[config.mk]
export PLATFORM = sky130hd
export DESIGN_NAME = packet_loader_flat
export DESIGN_NICKNAME = d
export VERILOG_FILES = /design/src/rtl/packet_loader_pkg.sv /design/src/rtl/packet_loader_if.sv /design/src/rtl/packet_loader_byte_packer.sv /design/src/rtl/packet_loader.sv /design/src/flat_wrapper.sv
export SDC_FILE = /design/constraint.sdc
export NUM_CORES = 1
export LEC_CHECK = 0
export CAP_MARGIN = 15
export CORE_ASPECT_RATIO = 1.4
export CORE_MARGIN = 2
export CORE_UTILIZATION = 40
export CTS_BUF_LIST = sky130_fd_sc_hd__clkbuf_8
export DETAILED_ROUTE_END_ITERATION = 16
export MAX_ROUTING_LAYER = met4
export PLACE_DENSITY = 0.67
export REMOVE_ABC_BUFFERS = 1
export SETUP_SLACK_MARGIN = 0.2
export SLEW_MARGIN = 10
export SYNTH_ARGS = -nofsm -noshare
export SYNTH_HDL_FRONTEND = slang
export SYNTH_SLANG_ARGS = --single-unit
export TNS_END_PERCENT = 10
[constraint.sdc]
create_clock -name clk -period 7.36 [get_ports clk]
set_input_delay 1.104 -clock clk [delete_from_list [all_inputs] [get_ports clk]]
set_output_delay 1.104 -clock clk [all_outputs]
set_load 0.02 [all_outputs]
[src/rtl/packet_loader_pkg.sv]
// packet_loader_pkg
// Shared widths, boolean constants, FSM state encodings and the byte-lane
// insertion helper used by the packet loader and its byte packer.
package packet_loader_pkg;

  localparam int ADDR_BUS = 32;
  localparam int DATA_BUS = 32;

  localparam logic TRUE  = 1'b1;
  localparam logic FALSE = 1'b0;

  typedef enum logic [1:0] {
    LD_RECV  = 2'd0,
    LD_WRITE = 2'd1,
    LD_HDR   = 2'd2,
    LD_RUN   = 2'd3
  } ld_state_t;

  // Place one byte into the selected little-endian lane of a 32-bit word.
  function automatic logic [31:0] lane_insert(input logic [31:0] word,
                                              input logic [1:0]  lane,
                                              input logic [7:0]  data);
    logic [31:0] w;
    w = word;
    case (lane)
      2'd0:    w[7:0]   = data;
      2'd1:    w[15:8]  = data;
      2'd2:    w[23:16] = data;
      2'd3:    w[31:24] = data;
      default: w = word;
    endcase
    return w;
  endfunction

endpackage

[src/rtl/packet_loader_if.sv]
// packet_loader_if
// Bundles the byte-stream ingress, the packet SRAM write port and the
// executor start/done handshake of the packet loader.
//   master : the loader side (drives rx_ready, memory port, start, status)
//   slave  : the environment side (drives rx stream and exec_done)
interface packet_loader_if;
  import packet_loader_pkg::*;

  logic                rx_valid_i;
  logic [7:0]          rx_data_i;
  logic                rx_last_i;
  logic                rx_ready_o;
  logic                mem_ce_o;
  logic                mem_we_o;
  logic [ADDR_BUS-1:0] mem_addr_o;
  logic [3:0]          mem_width_o;
  logic [DATA_BUS-1:0] mem_data_o;
  logic                start_o;
  logic [ADDR_BUS-1:0] start_addr_o;
  logic [15:0]         pkt_len_o;
  logic                drop_o;
  logic                exec_done_i;

  modport master (
    input  rx_valid_i, rx_data_i, rx_last_i, exec_done_i,
    output rx_ready_o, mem_ce_o, mem_we_o, mem_addr_o, mem_width_o,
           mem_data_o, start_o, start_addr_o, pkt_len_o, drop_o
  );

  modport slave (
    output rx_valid_i, rx_data_i, rx_last_i, exec_done_i,
    input  rx_ready_o, mem_ce_o, mem_we_o, mem_addr_o, mem_width_o,
           mem_data_o, start_o, start_addr_o, pkt_len_o, drop_o
  );

endinterface

[src/rtl/packet_loader_byte_packer.sv]
// packet_loader_byte_packer
// Accumulates incoming bytes into a 32-bit little-endian word buffer.
// Ports:
//   clk, rst   : clock, synchronous active-high reset
//   load       : store data into lane this cycle
//   clear      : zero the buffer (word has been written out)
//   lane, data : target lane and byte
//   word       : current buffer contents
//   word_next  : buffer contents after this cycle's update
//   full       : lane 3 is being filled this cycle
module packet_loader_byte_packer
  import packet_loader_pkg::*;
(
  input  logic        clk,
  input  logic        rst,
  input  logic        load,
  input  logic        clear,
  input  logic [1:0]  lane,
  input  logic [7:0]  data,
  output logic [31:0] word,
  output logic [31:0] word_next,
  output logic        full
);

  // Next buffer value; load wins over clear because they are never both set.
  always_comb begin
    word_next = word;
    if (load) begin
      word_next = lane_insert(word, lane, data);
    end else if (clear) begin
      word_next = 32'd0;
    end else begin
      word_next = word;
    end
  end

  // Flag that the current byte completes a word.
  always_comb begin
    full = FALSE;
    if (load && (lane == 2'd3)) begin
      full = TRUE;
    end else begin
      full = FALSE;
    end
  end

  // Word buffer register.
  always_ff @(posedge clk) begin
    if (rst) begin
      word <= 32'd0;
    end else begin
      word <= word_next;
    end
  end

endmodule

[src/rtl/packet_loader.sv]
// packet_loader
// Packet ingress writer: packs an incoming byte stream little-endian into
// 32-bit words, writes them to packet SRAM from BASE_ADDR upward, then
// raises start until the executor reports done.
// Parameters:
//   BASE_ADDR : byte address of the first packet word (word aligned)
//   MAX_BYTES : packet buffer capacity in bytes (multiple of 4)
// Ports:
//   clk  : clock, rising edge
//   rst  : synchronous active-high reset
//   bus  : packet_loader_if.master (rx stream, memory port, start/done)
// Optional feature macro: LOADER_LEN_HDR_EN -- after the last data word,
//   write {16'd0, pkt_len} at BASE_ADDR-4 and delay start by one cycle.
// All interface outputs are registered; each is computed from the
// next-state values so that it is valid during the corresponding state.
module packet_loader
  import packet_loader_pkg::*;
#(
  parameter int BASE_ADDR = 64,
  parameter int MAX_BYTES = 1024
) (
  input  logic             clk,
  input  logic             rst,
  packet_loader_if.master  bus
);

`ifdef LOADER_LEN_HDR_EN
  localparam ld_state_t AFTER_DATA = LD_HDR;
`else
  localparam ld_state_t AFTER_DATA = LD_RUN;
`endif

  localparam logic [15:0]         MAX_CNT  = 16'(MAX_BYTES);
  localparam logic [ADDR_BUS-1:0] BASE     = ADDR_BUS'(BASE_ADDR);
  localparam logic [ADDR_BUS-1:0] HDR_ADDR = ADDR_BUS'(BASE_ADDR - 4);

  ld_state_t   state;
  ld_state_t   state_next;

  logic [15:0] byte_cnt;
  logic [15:0] byte_cnt_next;
  logic [15:0] word_idx;
  logic [15:0] word_idx_next;
  logic        drop;
  logic        drop_next;
  logic        word_last;
  logic        word_last_next;

  logic        accept;
  logic        pk_load;
  logic        pk_clear;
  logic [31:0] pk_word;
  logic [31:0] pk_word_next;
  logic        pk_full;

  logic                mem_ce_next;
  logic [ADDR_BUS-1:0] mem_addr_next;
  logic [DATA_BUS-1:0] mem_data_next;

  // rx_ready_o is the registered image of state == RECV.
  assign accept = bus.rx_valid_i && bus.rx_ready_o;

  packet_loader_byte_packer u_packer (
    .clk       (clk),
    .rst       (rst),
    .load      (pk_load),
    .clear     (pk_clear),
    .lane      (byte_cnt[1:0]),
    .data      (bus.rx_data_i),
    .word      (pk_word),
    .word_next (pk_word_next),
    .full      (pk_full)
  );

  // Next-state and datapath update logic.
  always_comb begin
    state_next     = state;
    byte_cnt_next  = byte_cnt;
    word_idx_next  = word_idx;
    drop_next      = drop;
    word_last_next = word_last;
    pk_load        = FALSE;
    pk_clear       = FALSE;
    case (state)
      LD_RECV: begin
        if (accept) begin
          if (byte_cnt == MAX_CNT) begin
            // Buffer full: swallow the byte, counter saturates.
            drop_next = TRUE;
            if (bus.rx_last_i) begin
              state_next = AFTER_DATA;
            end else begin
              state_next = LD_RECV;
            end
          end else begin
            pk_load        = TRUE;
            byte_cnt_next  = byte_cnt + 16'd1;
            word_last_next = bus.rx_last_i;
            if (pk_full || bus.rx_last_i) begin
              state_next = LD_WRITE;
            end else begin
              state_next = LD_RECV;
            end
          end
        end else begin
          state_next = LD_RECV;
        end
      end
      LD_WRITE: begin
        pk_clear       = TRUE;
        word_idx_next  = word_idx + 16'd1;
        word_last_next = FALSE;
        if (word_last) begin
          state_next = AFTER_DATA;
        end else begin
          state_next = LD_RECV;
        end
      end
      LD_HDR: begin
        state_next = LD_RUN;
      end
      LD_RUN: begin
        if (bus.exec_done_i) begin
          byte_cnt_next = 16'd0;
          word_idx_next = 16'd0;
          drop_next     = FALSE;
          state_next    = LD_RECV;
        end else begin
          state_next = LD_RUN;
        end
      end
      default: begin
        state_next = LD_RECV;
      end
    endcase
  end

  // Memory port values for the state being entered.
  always_comb begin
    mem_ce_next   = FALSE;
    mem_addr_next = '0;
    mem_data_next = '0;
    case (state_next)
      LD_WRITE: begin
        mem_ce_next   = TRUE;
        mem_addr_next = BASE + ADDR_BUS'({word_idx_next, 2'b00});
        mem_data_next = pk_word_next;
      end
      LD_HDR: begin
        mem_ce_next   = TRUE;
        mem_addr_next = HDR_ADDR;
        mem_data_next = {16'd0, byte_cnt_next};
      end
      default: begin
        mem_ce_next   = FALSE;
        mem_addr_next = '0;
        mem_data_next = '0;
      end
    endcase
  end

  // FSM state register.
  always_ff @(posedge clk) begin
    if (rst) begin
      state <= LD_RECV;
    end else begin
      state <= state_next;
    end
  end

  // Datapath counters and flags.
  always_ff @(posedge clk) begin
    if (rst) begin
      byte_cnt  <= 16'd0;
      word_idx  <= 16'd0;
      drop      <= FALSE;
      word_last <= FALSE;
    end else begin
      byte_cnt  <= byte_cnt_next;
      word_idx  <= word_idx_next;
      drop      <= drop_next;
      word_last <= word_last_next;
    end
  end

  // Registered interface outputs.
  always_ff @(posedge clk) begin
    if (rst) begin
      bus.rx_ready_o  <= FALSE;
      bus.mem_ce_o    <= FALSE;
      bus.mem_we_o    <= FALSE;
      bus.mem_addr_o  <= '0;
      bus.mem_width_o <= 4'd0;
      bus.mem_data_o  <= '0;
      bus.start_o     <= FALSE;
      bus.pkt_len_o   <= 16'd0;
      bus.drop_o      <= FALSE;
    end else begin
      bus.rx_ready_o  <= (state_next == LD_RECV);
      bus.mem_ce_o    <= mem_ce_next;
      bus.mem_we_o    <= mem_ce_next;
      bus.mem_addr_o  <= mem_addr_next;
      bus.mem_width_o <= mem_ce_next ? 4'd4 : 4'd0;
      bus.mem_data_o  <= mem_data_next;
      bus.start_o     <= (state_next == LD_RUN);
      bus.pkt_len_o   <= byte_cnt_next;
      bus.drop_o      <= drop_next;
    end
  end

  assign bus.start_addr_o = BASE;

endmodule

[src/flat_wrapper.sv]
// flat-port wrapper written by rule: the top's interface ports become plain ports
module packet_loader_flat import packet_loader_pkg::*;
#(
  parameter int BASE_ADDR = 64,
  parameter int MAX_BYTES = 1024
)
  (clk, rst, bus_rx_valid_i, bus_rx_data_i, bus_rx_last_i, bus_exec_done_i, bus_rx_ready_o, bus_mem_ce_o, bus_mem_we_o, bus_mem_addr_o, bus_mem_width_o, bus_mem_data_o, bus_start_o, bus_start_addr_o, bus_pkt_len_o, bus_drop_o);
  packet_loader_if bus_i ();
  input  logic clk;
  input  logic rst;
  input wire logic [$bits(bus_i.rx_valid_i)-1:0] bus_rx_valid_i;
  input wire logic [$bits(bus_i.rx_data_i)-1:0] bus_rx_data_i;
  input wire logic [$bits(bus_i.rx_last_i)-1:0] bus_rx_last_i;
  input wire logic [$bits(bus_i.exec_done_i)-1:0] bus_exec_done_i;
  output wire logic [$bits(bus_i.rx_ready_o)-1:0] bus_rx_ready_o;
  output wire logic [$bits(bus_i.mem_ce_o)-1:0] bus_mem_ce_o;
  output wire logic [$bits(bus_i.mem_we_o)-1:0] bus_mem_we_o;
  output wire logic [$bits(bus_i.mem_addr_o)-1:0] bus_mem_addr_o;
  output wire logic [$bits(bus_i.mem_width_o)-1:0] bus_mem_width_o;
  output wire logic [$bits(bus_i.mem_data_o)-1:0] bus_mem_data_o;
  output wire logic [$bits(bus_i.start_o)-1:0] bus_start_o;
  output wire logic [$bits(bus_i.start_addr_o)-1:0] bus_start_addr_o;
  output wire logic [$bits(bus_i.pkt_len_o)-1:0] bus_pkt_len_o;
  output wire logic [$bits(bus_i.drop_o)-1:0] bus_drop_o;
  assign bus_i.rx_valid_i = bus_rx_valid_i;
  assign bus_i.rx_data_i = bus_rx_data_i;
  assign bus_i.rx_last_i = bus_rx_last_i;
  assign bus_i.exec_done_i = bus_exec_done_i;
  assign bus_rx_ready_o = bus_i.rx_ready_o;
  assign bus_mem_ce_o = bus_i.mem_ce_o;
  assign bus_mem_we_o = bus_i.mem_we_o;
  assign bus_mem_addr_o = bus_i.mem_addr_o;
  assign bus_mem_width_o = bus_i.mem_width_o;
  assign bus_mem_data_o = bus_i.mem_data_o;
  assign bus_start_o = bus_i.start_o;
  assign bus_start_addr_o = bus_i.start_addr_o;
  assign bus_pkt_len_o = bus_i.pkt_len_o;
  assign bus_drop_o = bus_i.drop_o;
  packet_loader #(.BASE_ADDR(BASE_ADDR), .MAX_BYTES(MAX_BYTES)) u_core (.clk(clk), .rst(rst), .bus(bus_i));
endmodule
==> out/summary.txt, run 1 <==
run status: finished, final reports clean
Worst setup EP type: register
drt first-iter violations: 318
Post-synth top flop: dfxtp_1
Area Growth Syn to Fin: 19.69%
FF-to-FF Start: u_core.byte_cnt[0]$_SDFF_PP0_
DR vias/cell: 5.314
post-CTS sizing: 0
Mean Syn Cell Area: 8.887 um^2
Clock Skew: 0.01089 ns
layout cells sized above 1: 7.623%
CTS Buffer Depth: 2
setup tns final: 0 ns
Initial Util: 40.86%
WL/cell: 15.17 um
commonest non-fill, non-tap cell in the layout: dfxtp_1
drt pass-1 iters: 8
Crit path max-delay family: simple AND/OR/NAND/NOR gates
crit path cell chain: inv_1, ha_1, nor4b_1, nand4_1, nor2b_2, buf_4, nand2_1, or2_2, nor3_1
Ys Warns: 0
Max Clock Freq: 270.9 MHz
slowest cell delay on critical path: 0.68 ns
H-tree levels: 4
Max-Cap Viols: 0
RSZ-0062 raised after global routing: no
largest net degree at the start of global routing: 94
register area share after synthesis: 45.66%
clk_lat worst skew: 0.43 ns
GRT overflow: 0
#FFs+latches synth: 120
Die W: 100.9 um
Peak VDD IR: 0.0001299 V
Cell Rows: 49
Total Die Area: 14,100 um^2
cts bufs inserted: 17
first-pass GRT wire length: 19,880 um
slew margin rel.: 25.99%
synth top area cells: dfxtp_1 (46%), buf_4 (7.4%), nor2_1 (6.3%)
FFs w/ async S/R, synth: 0%
die height: 139.7 um
final worst path period share: 50.16%
synthesized instance count: 592
crit path time final: 3.692 ns
PortBufs: 83
DP Wirelength: 8685 um
DRT Wirelength: 12,470 um
drc violations: 0
Worst-Margin Slew: 1.106 ns
Setup CP Type: reg -> reg
CTS tree: done
Tightest Hold Check Type: reg -> reg
Vias: 4,368
Worst-path clk slew: 0.08 ns
initial antenna violation count: 0
top cell type's share of synthesized area: 45.66%
CTS Hold Bufs: 0
worst-path maximum fanout: 37
area leader, netlist: dfxtp_1
CP startpoint: u_core.byte_cnt[0]$_SDFF_PP0_
Leak: 2.266 nW
Post-CTS Setup Inserts: 0
Critical Path Sink: u_core.bus.mem_addr_o[17]$_SDFF_PP0_
setup violators final: 0
DRT antenna net count: 0
number of diodes: 0
Synth cell types: 59
I/O pin count: 134
Startpoint Class: register
Pins Over Slew Limit: 0
Pwr Total: 1.261 mW
clock root cell: clkbuf_8
Core ar.: 12,870 um^2
worst r2r path cells: 9
flop2flop setup slack: 3.67 ns
worst r2r dst: u_core.bus.mem_addr_o[17]$_SDFF_PP0_
synthesized area: 5261 um^2
Worst EP arrival: 4.04 ns
clock sinks: 120
Post-synth EDFFs: 0
gp weighted congestion: 0.8017
Power per Cell Area: 200.3 nW/um^2
nets: 679
WP depth: 9
Critical Path RT: 7.71 ns
most frequent cells in the layout: dfxtp_1 (120), nor2_1 (89), clkdlybuf4s50_1 (82), conb_1 (50), nor3_1 (40)
Worst path slowest cell: or2_2
vias in the first global route: 4,051
total track usage: 18.27%
CP Buf/Inv Count: 2
Fin. Hold Viols: 0
==> metal layers <==
metal / part of all wire, % / GRT usage, % / vias to the layer above / wire, um
li1: - / - / 2135 / -
met1: 41 / 20.40 / 2090 / 5123
met2: 53 / 31.44 / 122 / 6626
met3: 3.8 / 3.566 / 21 / 473
met4: 1.9 / 7.610 / 0 / 243
met5: 0 / - / - / 0
==> state kept, by name, summed over array words and instances (netlist names) <==
register / count
u_core.bus.mem_addr_o: 17
u_core.bus.mem_ce_o: 1
u_core.bus.mem_data_o: 32
u_core.bus.rx_ready_o: 1
u_core.bus.start_o: 1
u_core.byte_cnt: 16
u_core.drop: 1
u_core.state: 2
u_core.u_packer.word: 32
u_core.word_idx: 16
u_core.word_last: 1
==> metrics by stage <==
step	hold slack (ns)	cells	instance area, um^2	util (%)	setup WS [ns]
after CTS	0.4878	822	6297	48.91	3.707
after global placement	0.4562	790	5946	46.18	3.463
after floorplan	0.4473	551	4903	-	2.856
after global routing	0.5071	822	6297	48.91	3.371
final	0.4823	822	6297	48.91	3.668
after detailed placement	0.4663	790	5946	46.18	3.369
==> kinds of logic (layout without fill, tap and decap cells) <==
| group | after synthesis | count (layout) | synth area share [%] |
|---|---|---|---|
| buffers and inverters | 102 | 131 | 11.15 |
| XOR/XNOR | 11 | 11 | 1.831 |
| flip-flops | 120 | 120 | 45.66 |
| adder cells (fa/ha/maj) | 10 | 10 | 2.378 |
| other | 2 | 50 | 0.1427 |
| AO/OA/AOI/OAI | 102 | 102 | 14.29 |
| multiplexers | 11 | 11 | 2.140 |
| AND/OR/NAND/NOR | 234 | 234 | 22.40 |
==> how the worst min path moves through the flow <==
stage                                        start                              endpoint  slack [ns]  cells after the start
2_1_floorplan  u_core.u_packer.word[20]$_SDFF_PP0_  u_core.bus.mem_data_o[20]$_SDFF_PP0_        0.45                      2
3_3_place_gp   u_core.u_packer.word[20]$_SDFF_PP0_  u_core.bus.mem_data_o[20]$_SDFF_PP0_        0.46                      2
4_1_cts         u_core.u_packer.word[5]$_SDFF_PP0_    u_core.u_packer.word[5]$_SDFF_PP0_        0.49                      2
6_report        u_core.u_packer.word[5]$_SDFF_PP0_    u_core.u_packer.word[5]$_SDFF_PP0_        0.48                      2
5_1_grt        u_core.u_packer.word[23]$_SDFF_PP0_  u_core.bus.mem_data_o[23]$_SDFF_PP0_        0.51                      2
3_5_place_dp   u_core.u_packer.word[27]$_SDFF_PP0_  u_core.bus.mem_data_o[27]$_SDFF_PP0_        0.47                      2
==> power by group <==
part           switching, mW  internal, mW
registers            0.00384         0.654
logic                 0.0667        0.0209
clock network          0.274         0.241
==> worst register-to-register path, delay by kind of cell (launching register included) <==
| family | cells | cell delay [ns] |
|---|---|---|
| and+or+nand+nor | 6 | 2.20 |
| buffers and inverters | 2 | 0.53 |
| DFF | 1 | 0.50 |
| adders and majority gates | 1 | 0.38 |
==> cell type report <==
| class | instances | area, um^2 |
|---|---|---|
| clock inverter | 14 | 103.9 |
| multi-input combinational | 418 | 2455 |
| fill | 1249 | 6578 |
| clock buffer | 18 | 247.7 |
| tap | 153 | 191.4 |
| inverter | 13 | 48.80 |
| sequential | 120 | 2402 |
| timing repair buffer | 86 | 848.3 |
==> Yosys cell counts (8+ instances only) <==
cell type	n
a21oi_1	16
a32oi_1	32
clkbuf_1	26
nor2_1	89
mux2i_1	9
nor3_1	40
inv_1	13
a311oi_1	9
ha_1	10
nand2_1	31
o21ai_0	13
buf_4	52
nor2b_1	8
a31oi_1	9
nand3_1	15
dfxtp_1	120
(Power assumes the default switching activity.)
==> run 2: changes to the inputs <==
Clock period 7.36 ns to 3.7 ns, I/O delays scaled along.
==> run 2 against run 1 <==
Via count up 1.1%. Critical path depth unchanged. Maximum frequency up 23%. Clock power up 140%. Register-to-register slack worse by 3.0 ns. Cell count up 0.61%. Clock-buffer cell count unchanged. Power up 120%. Flip-flop and latch count unchanged. Final area up 1.7%. Hold slack worse by 0.0023 ns. Clock skew up 0.0011 ns. Critical endpoint is now u_core.bus.mem_data_o[16]$_SDFF_PP0_. Largest power group unchanged.
==> out/summary.txt, run 2 (synthesis gave the netlist of run 1 again) <==
total track usage: 18.98%
GRT overflow: 0
flop2flop setup slack: 0.69 ns
Pins Over Slew Limit: 0
FF-to-FF Start: u_core.byte_cnt[0]$_SDFF_PP0_
Core ar.: 12,870 um^2
DP Area: 5983 um^2
worst-path maximum fanout: 24
drt pass-1 iters: 5
Setup CP Type: reg -> reg
layout cells sized above 1: 8.457%
first-pass GRT wire length: 20,670 um
worst r2r path cells: 9
Cell Rows: 49
clock power share: 45.7%
Initial Util: 40.86%
clock root cell: clkbuf_8
crit path cell chain: inv_1, ha_1, nor4b_1, nand4_1, nor2b_2, buf_4, mux2i_1, a32oi_1, nor3_1
Internal: 2.031 mW
Startpoint Class: register
CP Buf/Inv Count: 2
clk_lat worst skew: 0.44 ns
setup tns final: 0 ns
Worst EP arrival: 3.38 ns
Placed Instances: 795
Sw Ratio: 25.79%
clock sinks: 120
initial antenna violation count: 0
min-delay src: u_core.u_packer.word[30]$_SDFF_PP0_
Crit path max-delay family: simple AND/OR/NAND/NOR gates
worst r2r dst: u_core.bus.mem_data_o[16]$_SDFF_PP0_
Fin. Hold Viols: 0
slowest cell delay on critical path: 0.69 ns
run status: finished, final reports clean
number of diodes: 0
Critical Path RT: 4.06 ns
Post-CTS Setup Inserts: 0
die height: 139.7 um
vias in the first global route: 4,172
Worst-path clk slew: 0.08 ns
Total Die Area: 14,100 um^2
CTS Buffer Depth: 2
nets: 684
Worst-Margin Slew: 1.093 ns
Final Util: 49.74%
most frequent cells in the layout: dfxtp_1 (120), nor2_1 (89), clkdlybuf4s50_1 (82), conb_1 (50), nor3_1 (40)
H-tree levels: 4
Comb pwr share: 6.5%
setup violators final: 0
hold endpoint: u_core.bus.mem_data_o[30]$_SDFF_PP0_
Leak: 2.321 nW
final worst path period share: 81.45%
drt first-iter violations: 225
Max Clock Freq: 331.8 MHz
gp weighted congestion: 0.8817
drc violations: 0
cts bufs inserted: 17
WP depth: 9
Worst setup EP type: register
DR vias/cell: 5.342
WL/cell: 15.69 um
Tightest Hold Check Type: reg -> reg
Peak VDD IR: 0.0002357 V
CTS tree: done
Seq pwr share: 47.8%
commonest non-fill, non-tap cell in the layout: dfxtp_1
Power per Cell Area: 427.4 nW/um^2
Vias: 4,418
I/O pin count: 134
Max-Cap Viols: 0
RSZ-0062 raised after global routing: no
DRT antenna net count: 0
PortBufs: 83
switching power: 0.7058 mW
post-CTS sizing: 0
slew margin rel.: 26.86%
Finished Cell Area: 6404 um^2
DRT Wirelength: 12,970 um
largest net degree at the start of global routing: 80
Clock Skew: 0.01201 ns
DP Wirelength: 8897 um
Worst path slowest cell: mux2i_1
Area Growth Syn to Fin: 21.71%
hold path cells: 2
largest registers: u_core.bus.mem_data_o (32), u_core.u_packer.word (32), u_core.bus.mem_addr_o (17)
Die W: 100.9 um
crit path time final: 3.013 ns
Finished Layout Cells: 827
CTS Hold Bufs: 0
[run 2: cell count changes in the layout (fill, tap and decap cells not counted), sizes merged]
cell	delta
buf	+5
clkinv	-3
bufinv	+3
[run 2: layout make-up]
type / count / area [um^2]
Timing Repair Buffer: 91 / 885.9
Fill cell: 1231 / 6471
Sequential cell: 120 / 2402
Clock buffer: 18 / 247.7
Multi-Input combinational cell: 418 / 2455
Tap cell: 153 / 191.4
Clock inverter: 14 / 172.7
Inverter: 13 / 48.80
[run 2: layer usage]
layer | vias to the layer above | track usage [%] | part of all wire [%]
met5 | - | - | 0
met4 | 0 | 9.886 | 2.8
met3 | 35 | 3.566 | 4.0
met2 | 153 | 30.81 | 51
met1 | 2082 | 22.05 | 42
li1 | 2148 | - | -
[run 2: how the worst max path moves through the flow]
stage | start | to
4_1_cts | u_core.byte_cnt[0]$_SDFF_PP0_ | u_core.bus.mem_data_o[17]$_SDFF_PP0_
3_3_place_gp | bus_exec_done_i | u_core.bus.mem_addr_o[18]$_SDFF_PP0_
3_5_place_dp | bus_exec_done_i | u_core.bus.mem_addr_o[18]$_SDFF_PP0_
6_report | u_core.byte_cnt[0]$_SDFF_PP0_ | u_core.bus.mem_data_o[16]$_SDFF_PP0_
5_1_grt | u_core.byte_cnt[0]$_SDFF_PP0_ | u_core.bus.mem_data_o[17]$_SDFF_PP0_
2_1_floorplan | u_core.byte_cnt[0]$_SDFF_PP0_ | u_core.bus.mem_addr_o[16]$_SDFF_PP0_
[run 2: through the flow]
step           power (mW)  hold WS (ns)  setup slack (ns)
4_1_cts             2.759        0.4767            0.6795
6_report            2.737        0.4800            0.6865
2_1_floorplan       1.445        0.4473           -0.8043
3_5_place_dp        1.513        0.4684            0.5934
3_3_place_gp        1.510        0.4578            0.7069
5_1_grt             2.834        0.5004            0.4592
[run 2: worst register-to-register path, cell delays in order (launching register included)]
cell,delay [ns]
dfxtp_1,0.46
inv_1,0.13
ha_1,0.35
nor4b_1,0.20
nand4_1,0.18
nor2b_2,0.23
buf_4,0.30
mux2i_1,0.70
a32oi_1,0.17
nor3_1,0.21
[run 2: power groups by stage]
stage | clock, mW | sequential, mW | combinational (mW)
after global routing | 1.33 | 1.31 | 0.191
after CTS | 1.27 | 1.31 | 0.175
final | 1.25 | 1.31 | 0.177
after floorplan | 0 | 1.34 | 0.103
after global placement | 0 | 1.34 | 0.172
after detailed placement | 0 | 1.34 | 0.174
